File: src/rtl/psychic5_capture_pkg.sv
// Shared types and default raster constants for the Psychic 5 capture sequencer.
package psychic5_capture_pkg;

    // Capture sequencer states
    typedef enum logic [2:0] {
        ST_IDLE    = 3'd0,
        ST_ARMED   = 3'd1,
        ST_CAPTURE = 3'd2,
        ST_DRAIN   = 3'd3,
        ST_DONE    = 3'd4
    } cap_state_t;

    // Default raster geometry of the visible 256x224 window
    localparam int DEF_H_START      = 269;
    localparam int DEF_H_LAST       = 140;
    localparam int DEF_V_FIRST      = 272;
    localparam int DEF_LINES        = 224;
    localparam int DEF_PIX_PER_LINE = 256;
    localparam int DEF_FIFO_DEPTH   = 8;
    localparam bit DEF_FLIP_V       = 1'b1;

    // One pixel write as it travels through the FIFO
    typedef struct packed {
        logic [15:0] addr;
        logic [11:0] data;
    } cap_entry_t;

    // Frame-buffer line slot: bottom-up order puts line 0 at the top slot
    function automatic logic [7:0] line_slot(input logic [7:0] line,
                                             input logic [7:0] last_line,
                                             input logic       flip);
        return flip ? (last_line - line) : line;
    endfunction

endpackage

File: src/rtl/psychic5_capture_fifo.sv
// Show-ahead pixel FIFO: head entry is visible whenever the FIFO is not empty,
// and a push into a full FIFO is accepted when a pop happens on the same edge.
module psychic5_capture_fifo
    import psychic5_capture_pkg::*;
#(
    parameter int FIFO_DEPTH = DEF_FIFO_DEPTH
)(
    input  logic       i_clk,
    input  logic       i_rst,
    input  logic       i_push,
    input  logic       i_pop,
    input  cap_entry_t i_din,
    output cap_entry_t o_dout,
    output logic       o_full,
    output logic       o_empty
);
    localparam int AW = $clog2(FIFO_DEPTH);

    cap_entry_t r_mem [FIFO_DEPTH];
    logic [AW:0] r_wptr;
    logic [AW:0] r_rptr;
    logic        w_do_push;
    logic        w_do_pop;

    // Pointers carry one extra wrap bit so full and empty are distinguishable
    assign o_empty   = (r_wptr == r_rptr);
    assign o_full    = (r_wptr[AW] != r_rptr[AW]) && (r_wptr[AW-1:0] == r_rptr[AW-1:0]);
    assign w_do_pop  = i_pop && !o_empty;
    assign w_do_push = i_push && (!o_full || w_do_pop);
    assign o_dout    = r_mem[r_rptr[AW-1:0]];

    // Advance read/write pointers
    always_ff @(posedge i_clk or posedge i_rst) begin
        if (i_rst) begin
            r_wptr <= '0;
            r_rptr <= '0;
        end else begin
            if (w_do_push) r_wptr <= r_wptr + 1'b1;
            if (w_do_pop)  r_rptr <= r_rptr + 1'b1;
        end
    end

    // Entry storage needs no reset; it is only read while the FIFO holds data
    always_ff @(posedge i_clk) begin
        if (w_do_push) r_mem[r_wptr[AW-1:0]] <= i_din;
    end

endmodule

File: src/rtl/psychic5_capture_ctrl.sv
// Psychic 5 raster capture: arms on request, waits for the frame start pixel,
// counts 256x224 visible pixels and streams {address, RGB} writes downstream.
module psychic5_capture_ctrl
    import psychic5_capture_pkg::*;
#(
    parameter int H_START      = DEF_H_START,
    parameter int H_LAST       = DEF_H_LAST,
    parameter int V_FIRST      = DEF_V_FIRST,
    parameter int LINES        = DEF_LINES,
    parameter int PIX_PER_LINE = DEF_PIX_PER_LINE,
    parameter int FIFO_DEPTH   = DEF_FIFO_DEPTH,
    parameter bit FLIP_V       = DEF_FLIP_V
)(
    input  logic        i_EMU_MCLK,
    input  logic        i_EMU_MRST,
    input  logic        i_EMU_CLK6MPCEN_n,
    input  logic [8:0]  i_HCOUNTER,
    input  logic [8:0]  i_VCOUNTER,
    input  logic [11:0] i_VIDEODATA,
    input  logic        i_CAP_REQ,
    input  logic        i_WR_READY,
    output logic        o_WR_VALID,
    output logic [15:0] o_WR_ADDR,
    output logic [11:0] o_WR_DATA,
    output logic        o_CAP_BUSY,
    output logic        o_CAP_DONE,
    output logic        o_CAP_OVF,
    output logic [15:0] o_FRAME_CNT
);
    localparam logic [8:0] LP_H_START   = 9'(H_START);
    localparam logic [8:0] LP_H_LAST    = 9'(H_LAST);
    localparam logic [8:0] LP_V_FIRST   = 9'(V_FIRST);
    localparam logic [7:0] LP_LAST_LINE = 8'(LINES - 1);
    localparam logic [7:0] LP_LAST_X    = 8'(PIX_PER_LINE - 1);

    cap_state_t  r_state;
    logic [7:0]  r_x;
    logic [7:0]  r_line;
    logic [15:0] r_frame_cnt;
    logic        r_ovf;

    logic        w_pix;
    logic        w_start;
    logic        w_in_window;
    logic        w_cap_pixel;
    logic        w_last_pixel;
    logic        w_fifo_full;
    logic        w_fifo_empty;
    logic        w_valid;
    logic        w_push;
    logic        w_pop;
    cap_entry_t  w_din;
    cap_entry_t  w_head;

    assign w_pix       = ~i_EMU_CLK6MPCEN_n;
    assign w_start     = w_pix && (i_VCOUNTER == LP_V_FIRST) && (i_HCOUNTER == LP_H_START);
    // The visible line straddles the 511->128 counter wrap
    assign w_in_window = (i_HCOUNTER >= LP_H_START) || (i_HCOUNTER <= LP_H_LAST);
    // The start pixel itself is captured on the ARMED->CAPTURE edge
    assign w_cap_pixel = ((r_state == ST_ARMED) && w_start) ||
                         ((r_state == ST_CAPTURE) && w_pix && w_in_window);
    assign w_last_pixel = (r_x == LP_LAST_X) && (r_line == LP_LAST_LINE);

    assign w_valid = ~w_fifo_empty;
    assign w_pop   = w_valid && i_WR_READY;
    assign w_push  = w_cap_pixel && (!w_fifo_full || w_pop);

    assign w_din.addr = {line_slot(r_line, LP_LAST_LINE, FLIP_V), r_x};
    assign w_din.data = i_VIDEODATA;

    psychic5_capture_fifo #(
        .FIFO_DEPTH (FIFO_DEPTH)
    ) u_fifo (
        .i_clk   (i_EMU_MCLK),
        .i_rst   (i_EMU_MRST),
        .i_push  (w_push),
        .i_pop   (w_pop),
        .i_din   (w_din),
        .o_dout  (w_head),
        .o_full  (w_fifo_full),
        .o_empty (w_fifo_empty)
    );

    // Sequencer: IDLE -> ARMED -> CAPTURE -> DRAIN -> DONE -> IDLE
    always_ff @(posedge i_EMU_MCLK or posedge i_EMU_MRST) begin
        if (i_EMU_MRST) begin
            r_state     <= ST_IDLE;
            r_frame_cnt <= '0;
        end else begin
            case (r_state)
                ST_IDLE: begin
                    if (i_CAP_REQ) r_state <= ST_ARMED;
                end
                ST_ARMED: begin
                    if (w_cap_pixel) r_state <= ST_CAPTURE;
                end
                ST_CAPTURE: begin
                    if (w_cap_pixel && w_last_pixel) r_state <= ST_DRAIN;
                end
                ST_DRAIN: begin
                    if (w_fifo_empty) begin
                        r_state     <= ST_DONE;
                        r_frame_cnt <= r_frame_cnt + 16'd1;
                    end
                end
                ST_DONE: begin
                    r_state <= ST_IDLE;
                end
                default: begin
                    r_state <= ST_IDLE;
                end
            endcase
        end
    end

    // Pixel position counters; they advance on every window pixel even if it is dropped
    always_ff @(posedge i_EMU_MCLK or posedge i_EMU_MRST) begin
        if (i_EMU_MRST) begin
            r_x    <= '0;
            r_line <= '0;
        end else if ((r_state == ST_IDLE) && i_CAP_REQ) begin
            r_x    <= '0;
            r_line <= '0;
        end else if (w_cap_pixel) begin
            if (r_x == LP_LAST_X) begin
                r_x    <= '0;
                r_line <= r_line + 8'd1;
            end else begin
                r_x <= r_x + 8'd1;
            end
        end
    end

    // Sticky overflow flag, cleared when a new capture is requested
    always_ff @(posedge i_EMU_MCLK or posedge i_EMU_MRST) begin
        if (i_EMU_MRST) begin
            r_ovf <= 1'b0;
        end else if ((r_state == ST_IDLE) && i_CAP_REQ) begin
            r_ovf <= 1'b0;
        end else if (w_cap_pixel && !w_push) begin
            r_ovf <= 1'b1;
        end
    end

    // Head is zeroed while empty so outputs read 0 out of reset
    assign o_WR_VALID  = w_valid;
    assign o_WR_ADDR   = w_valid ? w_head.addr : 16'd0;
    assign o_WR_DATA   = w_valid ? w_head.data : 12'd0;
    assign o_CAP_BUSY  = (r_state != ST_IDLE);
    assign o_CAP_DONE  = (r_state == ST_DONE);
    assign o_CAP_OVF   = r_ovf;
    assign o_FRAME_CNT = r_frame_cnt;

endmodule

File: config.mk
export PLATFORM = sky130hd
export DESIGN_NAME = psychic5_capture_ctrl
export DESIGN_NICKNAME = d
export VERILOG_FILES = /design/src/rtl/psychic5_capture_pkg.sv /design/src/rtl/psychic5_capture_fifo.sv /design/src/rtl/psychic5_capture_ctrl.sv
export SDC_FILE = /design/constraint.sdc
export NUM_CORES = 1
export LEC_CHECK = 0
export ABC_AREA = 1
export BUFFER_PORTS_ARGS = -buffer_cell sky130_fd_sc_hd__buf_2
export CORE_MARGIN = 2
export CORE_UTILIZATION = 50
export CTS_BUF_LIST = sky130_fd_sc_hd__clkbuf_4 sky130_fd_sc_hd__clkbuf_8 sky130_fd_sc_hd__clkbuf_16
export DETAILED_ROUTE_END_ITERATION = 10
export GPL_TIMING_DRIVEN = 0
export PLACE_DENSITY = 0.68
export RECOVER_POWER = 100
export SYNTH_ARGS = -nofsm -noshare
export SYNTH_HDL_FRONTEND = slang
export SYNTH_SLANG_ARGS = --single-unit
File: constraint.sdc
create_clock -name i_EMU_MCLK -period 6.9 [get_ports i_EMU_MCLK]
set_clock_uncertainty 0.1 [all_clocks]
set_input_delay 0 -clock i_EMU_MCLK [delete_from_list [all_inputs] [get_ports i_EMU_MCLK]]
set_output_delay 0 -clock i_EMU_MCLK [all_outputs]
set_load 0.01 [all_outputs]
=== Word-level counts from Yosys, hierarchy flattened ===
Memory sizes are Yosys's and may differ from the RTL's.
Cells that the tools add are included.

* Multiply operators: 0
* Bitwise gates (word level): 2
* $add $sub $neg: 6
* Equal/unequal tests: 15
* Reduce and logical (&&, ||, !) cells: 29
* Shift-type cells: 0
* Mux-type cells: 17
* Div/mod/pow operators: 0
* $lt $le $gt $ge: 2

{| class="wikitable"
|+ Operator list
! cell !! number
|-
| $mux W8 || 6
|-
| $eq A9 B9 Y1 const B || 2
|-
| $add A16 B1 Y16 const B || 1
|-
| $add A8 B1 Y8 const B || 2
|-
| $eq A8 B8 Y1 const B || 2
|-
| $mux W16 || 1
|-
| $logic_and A1 B1 Y1 || 14
|-
| $mux W12 || 1
|-
| $mux W3 || 4
|-
| $pmux W3 S4 || 1
|-
| $ge A9 B9 Y1 const B || 1
|-
| $le A9 B8 Y1 const B || 1
|-
| $add A4 B1 Y4 const B || 2
|-
| $sub A8 B8 Y8 const A || 1
|-
| $eq A3 B2 Y1 const B || 2
|-
| $reduce_bool A2 Y1 || 3
|-
| $eq A4 B4 Y1 || 1
|-
| $logic_or A1 B1 Y1 || 4
|-
| $mux W1 || 4
|-
| $ne A2 B1 Y1 const B || 2
|-
| $ne A2 B2 Y1 const B || 2
|-
| $reduce_and A2 Y1 || 2
|-
| $reduce_and A4 Y1 || 1
|-
| $eq A3 B1 Y1 const B || 1
|-
| 7 further kinds || 10
|}

* Word-level logic and storage cells: 79
* Register bits: 44
* Memories: 1
* Latch bits: 0
* Memory bits (read-only): 0
* Output and inout port bits: 48
* Bits in writable memories: 224
* Input bits: 35

{| class="wikitable"
|+ Memory list
! memory !! words !! bits a word !! read ports !! clocked after memory_dff !! write ports !! RTL line !! source
|-
| u_fifo.r_mem || 8 || 28 || 1 || 0 || 1 || psychic5_capture_fifo.sv:19 || <nowiki>cap_entry_t r_mem [FIFO_DEPTH];</nowiki>
|}

=== Depth between registers and ports, before layout ===
* Word-level depth: 10
* Mapped depth: 12
* Mapped depth without buffers: 12

=== Cells and area by module ===
Synthesis repeated with hierarchy kept, for this count alone.

* Cell total of the unflattened synthesis: 1076
* Area, all modules: 11735.0 um^2

{| class="wikitable"
|+ Modules (own cells, without submodules)
! module !! area each (um^2) !! instances !! cells an instance !! seq. area each (um^2)
|-
| psychic5_capture_fifo || 9188.8 || 1 || 714 || 6926.6
|-
| psychic5_capture_ctrl || 2546.2 || 1 || 362 || 900.9
|}

=== Worst setup path after synthesis ===
No wires, ideal clock.

* Kind: flip-flop to flip-flop
* Start point: register u_fifo.r_rptr[0]
* End point: memory u_fifo.r_mem[0][0] (netlist name), enable pin
* Path buffers: 1
* Slack: 3963 ps
* Clock period less this slack: 2937 ps
* Data arrival time: 2424 ps
* Required time: 6387 ps
* Stages on the path, launching flop included: 9
* Library setup time: 413 ps
* Cells stage by stage: dfrtp_1 > buf_2 > xor2_1 > nor2_4 > nand2_1 > nor2_1 > nor2_4 > nand2_1 > nor2_1

* Cells in the longest elaborated chain, start to end: 8
* Elaborated cells on any way between the ends: 14
* Classes of those cells: eq/ne (2); mux (2); bitwise (1); reduce/logical (9)

{| class="wikitable"
|+ RTL lines
! item !! RTL line !! source
|-
| from (decl) || psychic5_capture_fifo.sv:21 || <nowiki>logic [AW:0] r_rptr;</nowiki>
|-
| from (signal assigned) || psychic5_capture_fifo.sv:39 || <nowiki>if (w_do_pop) r_rptr <= r_rptr + 1'b1;</nowiki>
|-
| $eq A4 B4 Y1 or $eq A3 B3 Y1 (tied branches) || psychic5_capture_fifo.sv:26, psychic5_capture_fifo.sv:27 ||
|-
| $not A1 Y1 or $logic_and A1 B1 Y1 (tied branches) || psychic5_capture_ctrl.sv:64, psychic5_capture_fifo.sv:27 ||
|-
| $logic_and A1 B1 Y1 or $logic_not A1 Y1 (tied branches) || psychic5_capture_ctrl.sv:65, psychic5_capture_fifo.sv:29, psychic5_capture_ctrl.sv:66 ||
|-
| $logic_or A1 B1 Y1 or $logic_and A1 B1 Y1 (tied branches) || psychic5_capture_ctrl.sv:66, psychic5_capture_fifo.sv:28 ||
|-
| $logic_and A1 B1 Y1 or $logic_or A1 B1 Y1 (tied branches) || psychic5_capture_ctrl.sv:66, psychic5_capture_fifo.sv:29 ||
|-
| $logic_and A1 B1 Y1 * || psychic5_capture_fifo.sv:29 || <nowiki>assign w_do_push = i_push && (!o_full || w_do_pop);</nowiki>
|-
| $mux W1 * || psychic5_capture_fifo.sv:45 || <nowiki>if (w_do_push) r_mem[r_wptr[AW-1:0]] <= i_din;</nowiki>
|-
| $mux W1 (implied by the code) * || psychic5_capture_fifo.sv:45 ||
|-
| to (decl) || psychic5_capture_fifo.sv:19 ||
|}

Every way passes the cells marked *; elsewhere a longest branch is shown, timed or not.

=== Worst setup path in the final report ===
* Start point: input i_VCOUNTER[5]
* End point: memory u_fifo.r_mem[7][14] (netlist name), enable pin

* Cells in the longest elaborated chain, start to end: 9

{| class="wikitable"
|+ RTL lines
! item !! RTL line !! source
|-
| from (decl) || psychic5_capture_ctrl.sv:18 || <nowiki>input logic [8:0] i_VCOUNTER,</nowiki>
|-
| $eq A9 B9 Y1 || psychic5_capture_ctrl.sv:56 || <nowiki>assign w_start = w_pix && (i_VCOUNTER == LP_V_FIRST) && (i_HCOUNTER == LP_H_START);</nowiki>
|-
| $logic_and A1 B1 Y1 (2 in series) || psychic5_capture_ctrl.sv:56 ||
|-
| $logic_and A1 B1 Y1 || psychic5_capture_ctrl.sv:60 || <nowiki>assign w_cap_pixel = ((r_state == ST_ARMED) && w_start) ||</nowiki>
|-
| $logic_or A1 B1 Y1 || psychic5_capture_ctrl.sv:60 ||
|-
| $logic_and A1 B1 Y1 || psychic5_capture_ctrl.sv:66 || <nowiki>assign w_push = w_cap_pixel && (!w_fifo_full || w_pop);</nowiki>
|-
| $logic_and A1 B1 Y1 || psychic5_capture_fifo.sv:29 ||
|-
| $mux W1 || psychic5_capture_fifo.sv:45 ||
|-
| $mux W1 (implied by the code) || psychic5_capture_fifo.sv:45 ||
|}

No other way between the ends.

==> results.toml <==
[drt]
post_drt_wl_per_cell_um = 18.8
vias = 7959
ant_nets = 0
drtIter0Drc = 710
drc = 0
via_per_inst = 5.49
totalWireLength_mm = 27.3
first_pass_iters = 7

[pwr]
power_leakage_nw = 4.73
power_w = 0.00547
p_comb_frac = 0.324
sw_frac_of_total = 0.354
internal-power_w = 0.00353
vdd_ir_drop_max_v = 0.000190
switching_power_w = 0.00194
sequentialPowerShare = 0.381
p_per_area_nw_per_um2 = 410
clkPwrFrac = 0.295

[sta]
period_needed_ps = 4850
tightestPinTransition_ps = 1630
drv_slew = 27
hold_viol_final = 1
whs_ps = -35.6
setup_violations = 0
relSlewSlack = -0.0846
rsz0062_at_grt = "no"
fmaxAchievable_mhz = 206
min_period_over_period = 0.702
fin_tns_setup_ps = 0

[clock_network]
ctsResizeCount = 0
numClockSinks = 268
path_clk_slew_ps = 60
clock_latency_ps = 530
cts_inserted_buffers = 28
cts_root_buf = "clkbuf_16"
cts_max_level = 1
post-cts-setup-buffers = 0
cts_tree = "yes"
cts_buffer_depth = 3

[worst_setup_path]
crit_buf_inv = 6
r2r_slack_ps = 2210
critPathKind = "in2reg"
required_ps = 6930
path_delay_family = "buffers and inverters"
setup.worst_path.start = "i_VCOUNTER[5]"
crit_path_start_kind = "input port"
ff2ff_path_depth = 13
crit_chain = "dlygate4sd3_1, buf_2, nor2_1, nand3_1, dlygate4sd3_1, nor2_1, nand2_1, dlygate4sd3_1, nand2_1, nand3_1, nor2_1, inv_1, nor2_1, clkbuf_1"
path_max_fanout = 20
r2r-end = "u_fifo.r_mem[7][14]"
path_common_cell = "nor2_1"
worstPathArrival_ps = 4870
cp_slowest_cell = "clkbuf_1"
end_kind = "flop"
cpPeakStageDelay_ps = 1130
reg2reg_from = "r_state[2]"

[synthesis]
yosysSeqAreaShare = 0.691
synth_cells = 1000
synth_cell_types = 31
synth.avg_cell_area_um2 = 11.3
synth_seq_cells = 268
yosys_warnings = 0
synth_area_um2 = 11300
syn_nets = 1043

[floorplanning]
die-width_um = 155
ios = 83
die_area_um2 = 23900
die_h_um = 155
core_um2 = 22400
initial_utilization = 0.505
rows = 55

[outcome]
violations = "hold timing, capacitance limit, slew limit"
outcome = "finished with violations"

[global_routing]
grt_overflow = 0
grt_pass1_wl_mm = 42.6
grt_pass1_vias = 7893
grt_max_degree = 29
antenna_found_initial = 0
grt_usage = 0.232

[cells_and_area]
layout-drive-gt1-share = 0.0893
layout.nets = 1185
n_fill_cell = 1842
multiInputGateArea_um2 = 3040
syn2layout_area_growth_pct = 17.8
diodes = 0
seq_area_um2 = 7830

[min_path]
holdPathEnd = "o_CAP_OVF"
hold_class = "in2reg"
holdCritStartpoint = "i_HCOUNTER[4]"
min_path_cells = 7

[placement]
dp.final_hpwl_mm = 17.3
placement.io_buffers = 82
gp_congestion = 0.797

[flow_run]
maxCapViolations = 1
layout make-up:
class,count,share of cell area
Clock inverter,15,0.0170
Buffer,49,0.0157
Inverter,56,0.0157
Multi-Input combinational cell,627,0.228
Sequential cell,268,0.586
Tap cell,285,0.0267
Clock buffer,37,0.0589
Timing Repair Buffer,112,0.0521
layout by cell type, fill, tap and decap left out, types with 2 or more instances in the layout:
| cell | instances |
|---|---|
| a21oi_1 | 4 |
| a31oi_1 | 29 |
| buf_12 | 3 |
| buf_16 | 2 |
| buf_2 | 43 |
| buf_4 | 2 |
| bufinv_16 | 6 |
| clkbuf_1 | 88 |
| clkbuf_16 | 29 |
| clkbuf_4 | 8 |
| clkinv_1 | 4 |
| clkinv_2 | 4 |
| clkinvlp_4 | 2 |
| dfrtp_1 | 44 |
| dlygate4sd3_1 | 23 |
| edfxtp_1 | 224 |
| ha_1 | 8 |
| inv_1 | 55 |
| nand2_1 | 102 |
| nand3_1 | 24 |
| nand3b_1 | 2 |
| nand4_1 | 16 |
| nor2_1 | 213 |
| nor2_4 | 3 |
| nor3_1 | 10 |
| o21ai_0 | 153 |
| o21ai_1 | 2 |
| o22ai_1 | 28 |
| xnor2_1 | 5 |
| xor2_1 | 24 |
state kept, by name, indices dropped and copies added (netlist names):
name           cells
u_fifo.r_mem     224
o_CAP_OVF          1
u_fifo.r_wptr      4
r_x                8
r_state            3
u_fifo.r_rptr      4
o_FRAME_CNT       16
r_line             8
how the worst max path moves through the flow:
stage	end	slack (ps)	cells after the start
after floorplan	u_fifo.r_mem[0][0]	3960	8
after global placement	u_fifo.r_mem[1][1]	2570	8
after detailed placement	u_fifo.r_mem[6][4]	4060	8
after CTS	u_fifo.r_mem[6][10]	3360	13
after global routing	u_fifo.r_mem[7][14]	1740	14
final	u_fifo.r_mem[7][14]	2060	14
layer usage:
layer  wire length [µm]  GRT usage  vias up  part of all wire
met5                  0          0        -                 0
met4                601     0.0670        0             0.022
met3               2170     0.0361       53             0.079
met2              13600      0.408      307              0.50
met1              10900      0.300     3796              0.40
li1                   -          -     3803                 -
logic make-up (layout without fill, tap and decap cells):
logic type / count (synthesis) / in the layout / share of synthesized area
and+or+nand+nor: 373 / 373 / 0.137
DFF: 268 / 268 / 0.691
AOI/OAI and AO/OA: 217 / 217 / 0.102
buffers and inverters: 105 / 269 / 0.0382
xor gates and xnor gates: 29 / 29 / 0.0224
adders and majority gates: 8 / 8 / 0.00884
tightest hold or removal path, delay by kind of cell:
| kind | cells | cell delay, ps |
|---|---|---|
| AO/OA/AOI/OAI | 2 | 210 |
| buffers and inverters | 2 | 170 |
| AND/OR/NAND/NOR | 3 | 180 |
what timing repair did:
| item | 4_1_cts | 5_1_grt |
|---|---|---|
| endpoints found under the setup margin | 0 | 0 |
| hold buffers | 23 | 0 |
| hold endpoints to repair | 165 | 0 |
through the flow:
stage                     utilization  setup WS [ps]  instances  area [µm²]  hold WS, ps
final                           0.595           2060       1449       13400        -35.6
after global routing            0.595           1740       1449       13400         82.2
after CTS                       0.604           3360       1449       13600         24.2
after detailed placement        0.549           4060       1374       12300        -71.3
after global placement          0.539           2570       1367       12100          167
after floorplan                     -           3960       1000       11300        -1.13
Yosys cell counts:
master,count,area [µm²]
nand4_1,16,100
or2_2,1,6.26
a31oi_1,29,181
inv_2,1,3.75
nand3_4,1,17.5
nand3_1,23,115
a21oi_1,4,20.0
o21a_1,1,7.51
clkinv_1,1,3.75
inv_1,54,203
o21ai_1,6,30.0
xor2_1,24,210
nor2_4,3,33.8
nand2_2,3,18.8
nor2_2,1,6.26
nor3_1,10,50.1
and2b_4,1,10.0
o21ai_0,149,746
nand2_4,1,11.3
buf_4,4,30.0
o22ai_1,28,175
nand2_1,98,368
edfxtp_1,224,6730
nor2_1,212,796
clkbuf_1,26,97.6
nand3b_1,2,15.0
and2_1,1,6.26
buf_2,19,95.1
xnor2_1,5,43.8
ha_1,8,100
dfrtp_1,44,1100
power by group through the flow:
| stage | logic, W | clock network, W | registers [W] |
|---|---|---|---|
| 6_report | 0.00177 | 0.00162 | 0.00208 |
| 5_1_grt | 0.00195 | 0.00170 | 0.00210 |
| 4_1_cts | 0.00185 | 0.00163 | 0.00208 |
| 3_5_place_dp | 0.00183 | 0 | 0.00211 |
| 3_3_place_gp | 0.00175 | 0 | 0.00211 |
| 2_1_floorplan | 0.00110 | 0 | 0.00208 |
Power figures use the tool's default switching activity.
